<file path="src/rtl/trdb_branch_map_ctrl_pkg.sv">
// Shared constants and types for the branch map controller.
// Snapshot payload and snapshot-register state encoding.
package trdb_branch_map_ctrl_pkg;

  localparam int MAP_LEN = 31;
  localparam int CNT_W   = $clog2(MAP_LEN + 1);

  typedef struct packed {
    logic [MAP_LEN-1:0] map;
    logic [CNT_W-1:0]   branches;
    logic               full;
  } bm_pkt_t;

  typedef enum logic {
    EMPTY   = 1'b0,
    PENDING = 1'b1
  } pkt_state_e;

  function automatic logic cnt_is_full(
    input logic [CNT_W-1:0] cnt
  );
    return cnt == CNT_W'(MAP_LEN);
  endfunction

endpackage

</file>
<file path="src/rtl/trdb_branch_map_ctrl_if.sv">
// Snapshot packet handshake between the branch map
// controller (master) and the packet emitter (slave).
interface trdb_branch_map_ctrl_if;
  import trdb_branch_map_ctrl_pkg::*;

  logic               pkt_valid_o;
  logic               pkt_ready_i;
  logic [MAP_LEN-1:0] pkt_map_o;
  logic [CNT_W-1:0]   pkt_branches_o;
  logic               pkt_full_o;

  modport master (
    output pkt_valid_o,
    output pkt_map_o,
    output pkt_branches_o,
    output pkt_full_o,
    input  pkt_ready_i
  );

  modport slave (
    input  pkt_valid_o,
    input  pkt_map_o,
    input  pkt_branches_o,
    input  pkt_full_o,
    output pkt_ready_i
  );

endinterface

</file>
<file path="src/rtl/trdb_branch_map_ctrl.sv">
// Sequences the trace branch map: forwards branches, decides
// flushes, and holds one snapshot for the packet emitter.
module trdb_branch_map_ctrl
  import trdb_branch_map_ctrl_pkg::*;
(
  input  logic               clk_i,
  input  logic               rst_i,
  input  logic               valid_i,
  input  logic               is_branch_i,
  input  logic               branch_taken_i,
  output logic               ready_o,
  input  logic               flush_req_i,
  output logic               flush_ack_o,
  output logic               bm_valid_o,
  output logic               bm_taken_o,
  output logic               bm_flush_o,
  input  logic [MAP_LEN-1:0] map_i,
  input  logic [CNT_W-1:0]   branches_i,
  input  logic               is_full_i,
  input  logic               is_empty_i,
  trdb_branch_map_ctrl_if.master pkt
);

  pkt_state_e state_q;
  pkt_state_e state_d;
  bm_pkt_t    pkt_q;
  logic       flush_pend_q;
  logic       flush_pend_d;
  logic       ack_q;
  logic       ack_d;
  logic       slot_free;
  logic       req;
  logic       flush_now;

  // A flush is only allowed when the snapshot has somewhere to go.
  always_comb begin
    slot_free = (state_q == EMPTY) | pkt.pkt_ready_i;
    req       = flush_req_i | flush_pend_q;
    flush_now = slot_free
              & (is_full_i | (req & ~is_empty_i));
  end

  assign ready_o    = ~is_full_i & ~flush_now;
  assign bm_valid_o = valid_i & is_branch_i & ready_o;
  assign bm_taken_o = branch_taken_i;
  assign bm_flush_o = flush_now;

  always_comb begin
    state_d = state_q;
    unique case (state_q)
      EMPTY: begin
        if (flush_now)
          state_d = PENDING;
      end
      PENDING: begin
        if (pkt.pkt_ready_i & ~flush_now)
          state_d = EMPTY;
      end
      default: state_d = EMPTY;
    endcase
  end

  // An empty map satisfies a request without producing a packet.
  always_comb begin
    ack_d        = req & (flush_now | is_empty_i);
    flush_pend_d = req & ~ack_d;
  end

  always_ff @(posedge clk_i or posedge rst_i) begin
    if (rst_i) begin
      state_q      <= EMPTY;
      flush_pend_q <= 1'b0;
      ack_q        <= 1'b0;
    end else begin
      state_q      <= state_d;
      flush_pend_q <= flush_pend_d;
      ack_q        <= ack_d;
    end
  end

  always_ff @(posedge clk_i or posedge rst_i) begin
    if (rst_i) begin
      pkt_q <= '0;
    end else if (flush_now) begin
      pkt_q.map      <= map_i;
      pkt_q.branches <= branches_i;
      pkt_q.full     <= cnt_is_full(branches_i);
    end
  end

  assign flush_ack_o        = ack_q;
  assign pkt.pkt_valid_o    = (state_q == PENDING);
  assign pkt.pkt_map_o      = pkt_q.map;
  assign pkt.pkt_branches_o = pkt_q.branches;
  assign pkt.pkt_full_o     = pkt_q.full;

endmodule
</file>
<file path="src/flat_wrapper.sv">
// flat-port wrapper written by rule: the top's interface ports become plain ports
module trdb_branch_map_ctrl_flat import trdb_branch_map_ctrl_pkg::*;
  (clk_i, rst_i, valid_i, is_branch_i, branch_taken_i, ready_o, flush_req_i, flush_ack_o, bm_valid_o, bm_taken_o, bm_flush_o, map_i, branches_i, is_full_i, is_empty_i, pkt_pkt_valid_o, pkt_pkt_map_o, pkt_pkt_branches_o, pkt_pkt_full_o, pkt_pkt_ready_i);
  trdb_branch_map_ctrl_if pkt_i ();
  input  logic clk_i;
  input  logic rst_i;
  input  logic valid_i;
  input  logic is_branch_i;
  input  logic branch_taken_i;
  output logic ready_o;
  input  logic flush_req_i;
  output logic flush_ack_o;
  output logic bm_valid_o;
  output logic bm_taken_o;
  output logic bm_flush_o;
  input  logic [MAP_LEN-1:0] map_i;
  input  logic [CNT_W-1:0] branches_i;
  input  logic is_full_i;
  input  logic is_empty_i;
  output wire logic [$bits(pkt_i.pkt_valid_o)-1:0] pkt_pkt_valid_o;
  output wire logic [$bits(pkt_i.pkt_map_o)-1:0] pkt_pkt_map_o;
  output wire logic [$bits(pkt_i.pkt_branches_o)-1:0] pkt_pkt_branches_o;
  output wire logic [$bits(pkt_i.pkt_full_o)-1:0] pkt_pkt_full_o;
  input wire logic [$bits(pkt_i.pkt_ready_i)-1:0] pkt_pkt_ready_i;
  assign pkt_pkt_valid_o = pkt_i.pkt_valid_o;
  assign pkt_pkt_map_o = pkt_i.pkt_map_o;
  assign pkt_pkt_branches_o = pkt_i.pkt_branches_o;
  assign pkt_pkt_full_o = pkt_i.pkt_full_o;
  assign pkt_i.pkt_ready_i = pkt_pkt_ready_i;
  trdb_branch_map_ctrl u_core (.clk_i(clk_i), .rst_i(rst_i), .valid_i(valid_i), .is_branch_i(is_branch_i), .branch_taken_i(branch_taken_i), .ready_o(ready_o), .flush_req_i(flush_req_i), .flush_ack_o(flush_ack_o), .bm_valid_o(bm_valid_o), .bm_taken_o(bm_taken_o), .bm_flush_o(bm_flush_o), .map_i(map_i), .branches_i(branches_i), .is_full_i(is_full_i), .is_empty_i(is_empty_i), .pkt(pkt_i));
endmodule
</file>
<file path="config.mk">
export PLATFORM = sky130hd
export DESIGN_NAME = trdb_branch_map_ctrl_flat
export DESIGN_NICKNAME = d
export VERILOG_FILES = /design/src/rtl/trdb_branch_map_ctrl_pkg.sv /design/src/rtl/trdb_branch_map_ctrl_if.sv /design/src/rtl/trdb_branch_map_ctrl.sv /design/src/flat_wrapper.sv
export SDC_FILE = /design/constraint.sdc
export NUM_CORES = 1
export LEC_CHECK = 0
export BUFFER_PORTS_ARGS = -buffer_cell sky130_fd_sc_hd__buf_2
export CAP_MARGIN = 20
export CORE_MARGIN = 3
export CORE_UTILIZATION = 46
export CTS_BUF_LIST = sky130_fd_sc_hd__clkbuf_2 sky130_fd_sc_hd__clkbuf_4 sky130_fd_sc_hd__clkbuf_8
export CTS_CLUSTER_SIZE = 12
export DETAILED_ROUTE_END_ITERATION = 16
export PLACE_DENSITY = 0.84
export REMOVE_ABC_BUFFERS = 1
export SLEW_MARGIN = 40
export SYNTH_ARGS = -nofsm -noshare
export SYNTH_HDL_FRONTEND = slang
export SYNTH_SLANG_ARGS = --single-unit
</file>
<file path="constraint.sdc">
create_clock -name clk_i -period 1.5 [get_ports clk_i]
set_input_delay 0.225 -clock clk_i [delete_from_list [all_inputs] [get_ports clk_i]]
set_output_delay 0.225 -clock clk_i [all_outputs]
set_load 0.02 [all_outputs]
</file>
Yosys cells after proc, flatten, opt, wreduce, memory -nomap -nowiden. Index checks and enable logic that the tools add are counted.

Register bits after elaboration: 40. Latch bits: 0. RAM bits: 0. ROM bits: 0. Input port bits: 45. Output and inout port bits: 43. Memories kept: 0.

$add $sub $neg: 0. Multipliers: 0. Divide/modulo/power cells: 0. Order comparisons: 0. Equality and inequality tests: 1. Shift operators: 0. Multiplexer cells: 3. Bitwise operators: 17. Reductions and logical operators: 0.

Operator list (count): 1-bit bitwise AND (8); 5-bit == test (second input constant) (1); 1-bit inverter (5); 1-bit bitwise OR (4); 1-bit 2-to-1 mux (2); 1-bit one-hot mux with 2 select lines (1).

Longest topological paths before layout. Gate-level depths: netlist (run 1).

Depth in word-level cells: 8. Mapped depth: 4. Gate-level depth less buffers: 3.

Worst setup path before layout (run 1). Ideal clock, no wire load.

Path type: register to output. From: register u_core.flush_pend_q. To: output port bm_valid_o. Arrival time: 1.446 ns. Required time: 1.275 ns. Setup slack: -0.171 ns. Stages on the path, launching flop included: 5. Path through: dfrtp_1 > o21ba_2 > o21a_4 > buf_6 > nor3_1.

Word-level cells in the longest chain between the ends: 7.

RTL lines: from (decl) (line trdb_branch_map_ctrl.sv:27) `logic flush_pend_q;`; from (signal assigned) (line trdb_branch_map_ctrl.sv:76) `flush_pend_q <= flush_pend_d;`; 1-bit bitwise OR (line trdb_branch_map_ctrl.sv:38) `req = flush_req_i | flush_pend_q;`; 1-bit bitwise AND (line trdb_branch_map_ctrl.sv:40) `& (is_full_i | (req & ~is_empty_i));`; 1-bit bitwise OR (line trdb_branch_map_ctrl.sv:40); 1-bit bitwise AND (line trdb_branch_map_ctrl.sv:40); net bm_flush_o (line flat_wrapper.sv:15) `output logic bm_flush_o;`; 1-bit inverter (line trdb_branch_map_ctrl.sv:43) `assign ready_o = ~is_full_i & ~flush_now;`; 1-bit bitwise AND (line trdb_branch_map_ctrl.sv:43); 1-bit bitwise AND (line trdb_branch_map_ctrl.sv:44) `assign bm_valid_o = valid_i & is_branch_i & ready_o;`; to (decl) (line flat_wrapper.sv:13) `output logic bm_valid_o;`.

The timed path passes the listed nets, and every way through them passes these cells.

Final worst setup path (run 1).
From: register u_core.flush_pend_q. To: output port bm_valid_o.

Word-level cells in the longest chain between the ends: 7.

RTL lines (line): 1-bit bitwise OR (trdb_branch_map_ctrl.sv:38); 1-bit bitwise AND (trdb_branch_map_ctrl.sv:40); 1-bit bitwise OR (trdb_branch_map_ctrl.sv:40); 1-bit bitwise AND (trdb_branch_map_ctrl.sv:40); 1-bit inverter (trdb_branch_map_ctrl.sv:43); 1-bit bitwise AND (trdb_branch_map_ctrl.sv:43); 1-bit bitwise AND (trdb_branch_map_ctrl.sv:44).

Every way passes these cells.

==> out/metrics.yaml, run 1 <==
status: "finished, violations left"
violations: "negative setup slack"
ios: 88
fin_util_pct: 71.0
port_buffers: 85
rows: 21
core_area_mm2: 0.00344
cts-root-buf: "clkbuf_8"
track_usage_pct: 19.0
detail_route.wl_per_cell_um: 17.6
max-cap-violations: 0
start_util_pct: 49.2
clockBufferDepth: 2
start_kind: "flop"
timing.rr.end: "u_core.pkt.pkt_map_o[6]"
min_period_ns: 1.64
die_x_um: 66.7
clk_pin_slew_ns: 0.09
yosys.cell_types.count: 12
htree_levels: 2
grt_max_degree: 41
worstPathMaxFanout: 4
hold_viol_final: 0
timing.critical_path.buf_inv: 1
synth_cells: 98
fp.dieH_um: 66.7
finalClockSkew_ns: 0.00685
antenna_found_initial: 0
clk_latency_ns: 0.29
ir_drop_mv: 1.00
area_growth_pct: 44.3
r2r_slack_ns: -0.09
cts-hold-fix-buffers: 0
power_density_mw_per_mm2: 1290
wl_mm: 4.24
setup_slack_ns: -0.143
viasPerCell: 4.84
drcViolationCount: 0
cp-end-kind: "output pin"
grt_pass1_vias: 1238
first_pass_iters: 4
hold_ws_ns: 0.0550
arrival_ns: 1.42
p_leak_nw: 1.28
min_path_type: "primary input to asynchronous set/reset pin"
final_nets: 239
tightest_slew_ns: 0.499
synth.ff_latch_count: 40
cp_top_family: "compound AO/OA/AOI/OAI gates"
r2r_cells: 5
finalSetupTns_ns: -2.82
num_antenna_cells: 0
drive_gt1_share_pct: 72.8
cp.required_ns: 1.27
place.gp.congestion: 0.647
path_cells: "o21ba_4, o21a_4, nor3_4, buf_6"
synth.avg_cell_area_um2: 17.3
yosysWarnings: 0
setup_violations: 40
overflow: 0
dieArea_mm2: 0.00444
r2r-start: "u_core.flush_pend_q"
syn_area_mm2: 0.00169
critPathMaxStageDelay_ns: 0.41
postRouteAntennaNets: 0
fillCellCount: 236
cts_tree: "yes"
p_total_mw: 3.16
slew_headroom_pct: 66.7
yosysSeqAreaShare_pct: 59.1
finalMaxSlewViolations: 0
vias: 1166
slowest_stage: "dfrtp_1"
fmax_mhz: 609
critical_path_class: "flop to output pin"
cts_buffers: 5
clock-sinks: 40
dp_hpwl_mm: 2.96
grt_pass1_wl_mm: 6.12
rsz0062_at_grt: "true"
fin_crit_sh_pct: 110
drt_iter0_drc: 34
layout by cell type, fill, tap and decap left out:
cell type	n
nand3_1	1
clkbuf_8	5
buf_4	3
o21ba_4	1
clkinvlp_4	1
inv_6	1
nor2_1	6
clkbuf_16	3
nand2b_1	1
o21a_4	1
dfrtp_1	40
buf_16	1
nand2_1	3
mux2_4	37
buf_2	82
buf_8	1
buf_6	2
buf_12	2
nor3_1	1
inv_1	1
bufinv_16	1
nor3_4	1
cells by family after synthesis:
group | Yosys count | share of synthesized area [%]
AOI/OAI and AO/OA | 2 | 1.48
DFF | 40 | 59.1
muxes | 37 | 32.8
and+or+nand+nor | 13 | 3.25
buffers and inverters | 6 | 3.33
worst max path at each step:
stage                        startpoint                      endpoint  slack [ns]  cells after the start
floorplan           u_core.flush_pend_q                    bm_valid_o       -0.28                      3
global placement    u_core.flush_pend_q  u_core.pkt.pkt_branches_o[4]        0.11                      4
detailed placement  u_core.flush_pend_q                    bm_valid_o       0.001                      4
CTS                 u_core.flush_pend_q                    bm_valid_o       -0.17                      4
global route        u_core.flush_pend_q                    bm_valid_o       -0.20                      4
finish              u_core.flush_pend_q                    bm_valid_o       -0.14                      4
area by class of cell:
| class | instances | area [um2] | share of cell area [%] |
|---|---|---|---|
| multi-input cells | 52 | 653 | 26.7 |
| clock inverters | 3 | 46.3 | 1.89 |
| repair buffers | 94 | 613 | 25.1 |
| inverters | 1 | 3.75 | 0.154 |
| clock buffers | 5 | 68.8 | 2.82 |
| well taps | 46 | 57.6 | 2.36 |
| flip-flops and latches | 40 | 1000 | 41.0 |
routing by layer:
metal	part of all wire, %	global-route usage [%]
met3	7.1	5.23
met2	52	31.2
met4	2.6	10.9
met1	38	22.2
met5	0	0
where the power goes:
group | internal [mW] | switching (mW) | total [mW]
combinational | 0.472 | 0.450 | 0.923
sequential | 1.24 | 0.0980 | 1.34
clock | 0.501 | 0.395 | 0.896
sequential cells by signal (all words and copies together), names as in the netlist:
register,cells
u_core.pkt.pkt_valid_o,1
u_core.flush_pend_q,1
u_core.pkt.pkt_map_o,31
u_core.pkt.pkt_full_o,1
u_core.pkt.pkt_branches_o,5
u_core.flush_ack_o,1
metrics by stage:
step / std cells / area [um2] / setup WS (ns)
finish: 241 / 2440 / -0.143
global route: 241 / 2440 / -0.197
CTS: 238 / 2360 / -0.166
global placement: 228 / 2180 / 0.109
detailed placement: 228 / 2180 / 0.00135
floorplan: 93 / 1640 / -0.278
Yosys cell counts, drive strengths merged:
library cell | number | area [um2]
nor2 | 6 | 22.5
o21ba | 1 | 10.0
nand3 | 1 | 5.00
nand2b | 1 | 6.26
nor3 | 2 | 10.0
buf | 5 | 52.6
o21a | 1 | 15.0
inv | 1 | 3.75
mux2 | 37 | 556
nand2 | 3 | 11.3
dfrtp | 40 | 1000
worst min-delay path, delay by kind of cell:
family,cells,cell delay [ns]
buf+inv,3,0.57
what timing repair did:
item | CTS | global route
endpoints found under the setup margin | 3 | 40
pin swaps | 3 | 0
setup buffers | 2 | 0
gates resized for setup | 13 | 1
cloned | 0 | 3
Note: power is estimated with default switching activity, not from simulation.
==> run 2, diff against run 1 <==
==> constraint.sdc (replaced) <==
create_clock -name clk_i -period 1.5 [get_ports clk_i]
set_input_delay 0.225 -clock clk_i [delete_from_list [all_inputs] [get_ports clk_i]]
set_output_delay 0.225 -clock clk_i [all_outputs]
set_load 0.005 [all_outputs]
==> out/metrics.yaml, run 2 (synthesized netlist as in run 1, its figures left out) <==
setup_violations: 34  # was 40
critPathMaxStageDelay_ns: 0.39  # was 0.41 ns
detail_route.wl_per_cell_um: 15.8  # was 17.6 um
fin_crit_sh_pct: 104  # was 110%
finalSetupTns_ns: -1.32  # was -2.82 ns
clk_pin_slew_ns: 0.07  # was 0.09 ns
dp_slack_ns: 0.0678  # was 0.00135 ns
area_growth_pct: 38.9  # was 44.3%
setup_slack_ns: -0.0579  # was -0.143 ns
grt_pass1_wl_mm: 5.70  # was 6.12 mm
port_buffers: 85  # unchanged
grt_max_degree: 41  # unchanged
slowest_stage: "dfrtp_1"  # unchanged
finalMaxSlewViolations: 0  # unchanged
clock-sinks: 40  # unchanged
tightest_slew_ns: 0.496  # was 0.499 ns
postRouteAntennaNets: 0  # unchanged
cts_tree: "yes"  # unchanged
place.gp.congestion: 0.643  # was 0.647
dieArea_mm2: 0.00444  # unchanged
top_usage_layer: "met2"  # unchanged
start_util_pct: 49.2  # unchanged
cts-hold-fix-buffers: 0  # unchanged
num_antenna_cells: 0  # unchanged
track_usage_pct: 17.5  # was 19.0%
clk_latency_ns: 0.28  # was 0.29 ns
min_period_ns: 1.56  # was 1.64 ns
arrival_ns: 1.73  # was 1.42 ns
status: "finished, violations left"  # unchanged
htree_levels: 2  # unchanged
die_x_um: 66.7  # unchanged
ios: 88  # unchanged
slew_headroom_pct: 66.9  # was 66.7%
fmax_mhz: 642  # was 609 MHz
cp-end-kind: "flop"  # was output pin
drt_iter0_drc: 55  # was 34
core_area_mm2: 0.00344  # unchanged
r2r_slack_ns: -0.06  # was -0.09 ns
violations: "negative setup slack"  # unchanged
cp.required_ns: 1.67  # was 1.27 ns
largest_reg_flops: 31  # unchanged
finalClockSkew_ns: 0.00347  # was 0.00685 ns
final_cell_mix: "84 x buf_2, 40 x dfrtp_1, 37 x mux2_4"  # was 82 x buf_2, 40 x dfrtp_1, 37 x mux2_4
hold_viol_final: 0  # unchanged
cts-root-buf: "clkbuf_8"  # unchanged
start_kind: "flop"  # unchanged
drcViolationCount: 0  # unchanged
first_pass_iters: 4  # unchanged
antenna_found_initial: 0  # unchanged
max-cap-violations: 0  # unchanged
dp_hpwl_mm: 2.81  # was 2.96 mm
fillCellCount: 260  # was 236
overflow: 0  # unchanged
viasPerCell: 4.83  # was 4.84
seqCellArea_mm2: 0.00100  # unchanged
met2_usage_pct: 28.6  # was 31.2%
final_nets: 239  # unchanged
rows: 21  # unchanged
multi_input_area_um2: 649  # was 653 um2
dp.cells: 228  # unchanged
clockBufferDepth: 2  # unchanged
rsz0062_at_grt: "true"  # unchanged
stdcell_count: 241  # unchanged
power_density_mw_per_mm2: 1170  # was 1290 mW/mm2
ir_drop_mv: 0.576  # was 1.00 mV
vias: 1165  # was 1166
grt_pass1_vias: 1128  # was 1238
final_common_cell: "buf_2"  # unchanged
use_met3_pct: 4.55  # was 5.23%
fin_util_pct: 68.3  # was 71.0%
min_path_type: "primary input to asynchronous set/reset pin"  # unchanged
p_leak_nw: 1.25  # was 1.28 nW
use_met1_pct: 22.1  # was 22.2%
worstPathMaxFanout: 7  # was 4
critical_path_class: "flop to flop"  # was flop to output pin
cts_buffers: 5  # unchanged
hold_ws_ns: 0.0592  # was 0.0550 ns
fp.dieH_um: 66.7  # unchanged
path_cells: "o21ba_4, o21a_4, buf_4, clkbuf_16, mux2_4"  # was o21ba_4, o21a_4, nor3_4, buf_6
wl_mm: 3.82  # was 4.24 mm
drive_gt1_share_pct: 73.3  # was 72.8%
==> run 2: changes by cell type in the layout (fill, tap and decap cells not counted), sizes merged <==
cell	before	now
inv	2	1
buf	91	93
bufinv	1	0
==> run 2: path summary, 6_finish.rpt <==
path	endpoint	startpoint	cells past startpoint
max in group asynchronous	u_core.pkt.pkt_map_o[23]	rst_i	3
setup reg to reg	u_core.pkt.pkt_branches_o[3]	u_core.flush_pend_q	5
hold / removal	u_core.pkt.pkt_map_o[25]	rst_i	3
hold reg to reg	u_core.pkt.pkt_map_o[11]	u_core.pkt.pkt_map_o[11]	1
min in group clk_i	u_core.flush_pend_q	is_empty_i	2
setup / recovery	u_core.pkt.pkt_branches_o[3]	u_core.flush_pend_q	5
==> run 2: through the flow <==
step | power (mW) | instance area (um2)
CTS | 2.77 | 2320
global placement | 1.97 | 2180
floorplan | 1.69 | 1640
detailed placement | 2.00 | 2180
finish | 2.76 | 2350
global route | 2.90 | 2350
==> run 2: power breakdown <==
part           internal, mW  switching, mW
registers              1.24         0.0927
clock network         0.392          0.355
logic                 0.436          0.240
total                  2.07          0.688
==> run 2: critical path, delay by kind of cell, from the launching register on <==
| kind | cells | cell delay [ns] |
|---|---|---|
| muxes | 1 | 0.30 |
| AOI/OAI and AO/OA | 2 | 0.42 |
| DFF | 1 | 0.39 |
| buffers and inverters | 2 | 0.34 |
==> run 2: cell type report <==
cell class                 instances  share of cell area, %
multi-input combinational         52                   27.6
clock buffer                       7                   3.83
inverter                           1                  0.160
clock inverter                     1                  0.319
tap                               46                   2.45
timing repair buffer              94                   23.0
sequential                        40                   42.6
==> run 2: routing by layer <==
| layer | part of all wire [%] | wire length, um |
|---|---|---|
| met1 | 40 | 1540 |
| met2 | 50 | 1920 |
| met3 | 7.8 | 299 |
| met4 | 1.6 | 60 |
| met5 | 0 | 0 |
==> run 2: repair_timing <==
item,CTS,global route
buffers inserted,3,1
pin swaps,3,1
gates resized for setup,3,1
setup endpoints to repair,3,34
gates cloned,0,1
==> run 3, diff against run 2 <==
--- a/config.mk
+++ b/config.mk
@@ -8,11 +8,11 @@
 export BUFFER_PORTS_ARGS = -buffer_cell sky130_fd_sc_hd__buf_2
 export CAP_MARGIN = 20
 export CORE_MARGIN = 3
-export CORE_UTILIZATION = 46
+export CORE_UTILIZATION = 42
 export CTS_BUF_LIST = sky130_fd_sc_hd__clkbuf_2 sky130_fd_sc_hd__clkbuf_4 sky130_fd_sc_hd__clkbuf_8
 export CTS_CLUSTER_SIZE = 12
 export DETAILED_ROUTE_END_ITERATION = 16
-export PLACE_DENSITY = 0.84
+export PLACE_DENSITY = 0.81
 export REMOVE_ABC_BUFFERS = 1
 export SLEW_MARGIN = 40
 export SYNTH_ARGS = -nofsm -noshare
==> constraint.sdc (replaced) <==
create_clock -name clk_i -period 1.3 [get_ports clk_i]
set_input_delay 0.195 -clock clk_i [delete_from_list [all_inputs] [get_ports clk_i]]
set_output_delay 0.195 -clock clk_i [all_outputs]
set_load 0.005 [all_outputs]
==> out/metrics.yaml, run 3 (synthesized netlist as in run 1, its figures left out) <==
core_area_mm2: 0.00377  # was 0.00344 mm2
clockBufferDepth: 2  # unchanged
r2r_slack_ns: -0.27  # was -0.06 ns
r2r_cells: 5  # unchanged
rsz0062_at_grt: "true"  # unchanged
violations: "negative setup slack"  # unchanged
arrival_ns: 1.41  # was 1.73 ns
track_usage_pct: 16.2  # was 17.5%
grt_pass1_vias: 1285  # was 1128
cts-root-buf: "clkbuf_8"  # unchanged
finalClockSkew_ns: 0.00834  # was 0.00347 ns
final_cell_area_mm2: 0.00241  # was 0.00235 mm2
drive_gt1_share_pct: 73.6  # was 73.3%
largest_reg_flops: 31  # unchanged
detail_route.wl_per_cell_um: 15.6  # was 15.8 um
dieArea_mm2: 0.00483  # was 0.00444 mm2
fin_util_pct: 63.9  # was 68.3%
rows: 22  # was 21
worstHoldStart: "is_empty_i"
area_growth_pct: 42.4  # was 38.9%
timing.rr.end: "u_core.pkt.pkt_map_o[20]"  # was u_core.pkt.pkt_branches_o[3]
critPathMaxStageDelay_ns: 0.39  # about the same
worst_hold_path.num_cells: 2
setup_slack_ns: -0.304  # was -0.0579 ns
slowest_stage: "dfrtp_1"  # unchanged
dp_hpwl_mm: 2.69  # was 2.81 mm
viasPerCell: 4.66  # was 4.83
top_layer: "met4"  # unchanged
final_cell_mix: "84 x buf_2, 40 x dfrtp_1, 37 x mux2_4"  # unchanged
place.gp.congestion: 0.802  # was 0.643
p_leak_nw: 1.28  # was 1.25 nW
vias: 1141  # was 1165
worstPathMaxFanout: 4  # was 7
ios: 88  # unchanged
clk_pin_slew_ns: 0.07  # about the same
dp_slack_ns: -0.130  # was 0.0678 ns
timing.critical_path.buf_inv: 2  # unchanged
die_x_um: 69.5  # was 66.7 um
antenna_found_initial: 0  # unchanged
fmax_mhz: 623
finalSetupTns_ns: -9.33  # was -1.32 ns
critical_path_class: "flop to output pin"  # was flop to flop
power_density_mw_per_mm2: 1290  # was 1170 mW/mm2
grt_max_degree: 30  # was 41
clock-sinks: 40  # unchanged
fin_crit_sh_pct: 123
cts_tree: "yes"  # unchanged
met2WireLength_mm: 2.05  # was 1.92 mm
wl_mm: 3.81  # was 3.82 mm
tightest_slew_ns: 0.357  # was 0.496 ns
final_common_cell: "buf_2"  # unchanged
max-cap-violations: 0  # unchanged
postRouteAntennaNets: 0  # unchanged
min_period_ns: 1.60
path_cells: "o21ba_4, o21a_4, buf_12, nor2_4, buf_2"  # was o21ba_4, o21a_4, buf_4, clkbuf_16, mux2_4
final_nets: 242  # was 239
setup_violations: 40  # was 34
ir_drop_mv: 0.780  # was 0.576 mV
num_antenna_cells: 0  # unchanged
grt_pass1_wl_mm: 6.13  # was 5.70 mm
first_pass_iters: 4  # unchanged
start_kind: "flop"  # unchanged
cp_top_family: "compound AO/OA/AOI/OAI gates"  # unchanged
htree_levels: 2  # unchanged
fp.dieH_um: 69.5  # was 66.7 um
routed-wl-met3_um: 212  # was 299 um
start_util_pct: 44.9  # was 49.2%
cts_buffers: 5  # unchanged
drcViolationCount: 0  # unchanged
clk_latency_ns: 0.28  # about the same
slew_headroom_pct: 76.2  # was 66.9%
overflow: 0  # unchanged
placed_cell_area_mm2: 0.00218  # about the same
min_path_type: "primary input to flop"  # was primary input to asynchronous set/reset pin
hold_end: "u_core.flush_pend_q"
cp-end-kind: "output pin"  # was flop
port_buffers: 85  # unchanged
finalMaxSlewViolations: 0  # unchanged
drt_iter0_drc: 68  # was 55
cp.required_ns: 1.11  # was 1.67 ns
hold_viol_final: 0  # unchanged
p_total_mw: 3.12  # was 2.76 mW
wl_met1_mm: 1.46  # was 1.54 mm
status: "finished, violations left"  # unchanged
r2r-start: "u_core.flush_pend_q"  # unchanged
run 3: final cells by class:
cell class / count / area, um2
clock buffer: 6 / 76.3
clock inverter: 1 / 5.00
fill: 300 / 1360
inverter: 1 / 3.75
multi-input combinational: 52 / 662
sequential: 40 / 1000
tap: 48 / 60.1
timing repair buffer: 97 / 603
run 3: how the worst max path moves through the flow:
stage	slack, ns	from	to	cells past startpoint
after floorplan	-0.23	u_core.pkt.pkt_valid_o	u_core.pkt.pkt_branches_o[0]	3
final	-0.30	u_core.flush_pend_q	ready_o	5
after CTS	-0.34	u_core.flush_pend_q	ready_o	5
after global routing	-0.34	u_core.flush_pend_q	ready_o	5
after global placement	-0.09	u_core.flush_pend_q	u_core.pkt.pkt_map_o[0]	4
after detailed placement	-0.13	u_core.flush_pend_q	u_core.pkt.pkt_map_o[21]	4
run 3: what timing repair did:
item	CTS	global route
endpoints found under the setup margin	40	40
hold endpoints to repair	18	0
resized for setup	8	8
buffers inserted	5	1
pin swaps	2	2
cloned	1	1
hold buffers	1	0
run 3: through the flow:
stage	hold slack, ns	instances
4_1_cts	0.0942	244
5_1_grt	0.0913	245
3_5_place_dp	0.205	230
6_report	0.0980	245
3_3_place_gp	0.204	230
2_1_floorplan	0.268	93
run 3: metal layers:
metal / vias up / global-route usage [%]
li1: 531 / -
met1: 550 / 19.5
met2: 51 / 28.1
met3: 9 / 3.19
met4: 0 / 7.16
met5: - / 0
run 3: power by group:
| group | total [mW] | leakage (nW) | internal [mW] | switching (mW) |
|---|---|---|---|---|
| clock network | 0.768 | 0.0445 | 0.385 | 0.382 |
| registers | 1.53 | 0.470 | 1.43 | 0.102 |
| logic | 0.818 | 0.763 | 0.533 | 0.285 |
run 3: worst register-to-register path: cells and delay by family (launching register included):
family	cells	cell delay [ns]
mux	1	0.32
buf+inv	2	0.30
compound gates	2	0.43
flops	1	0.39
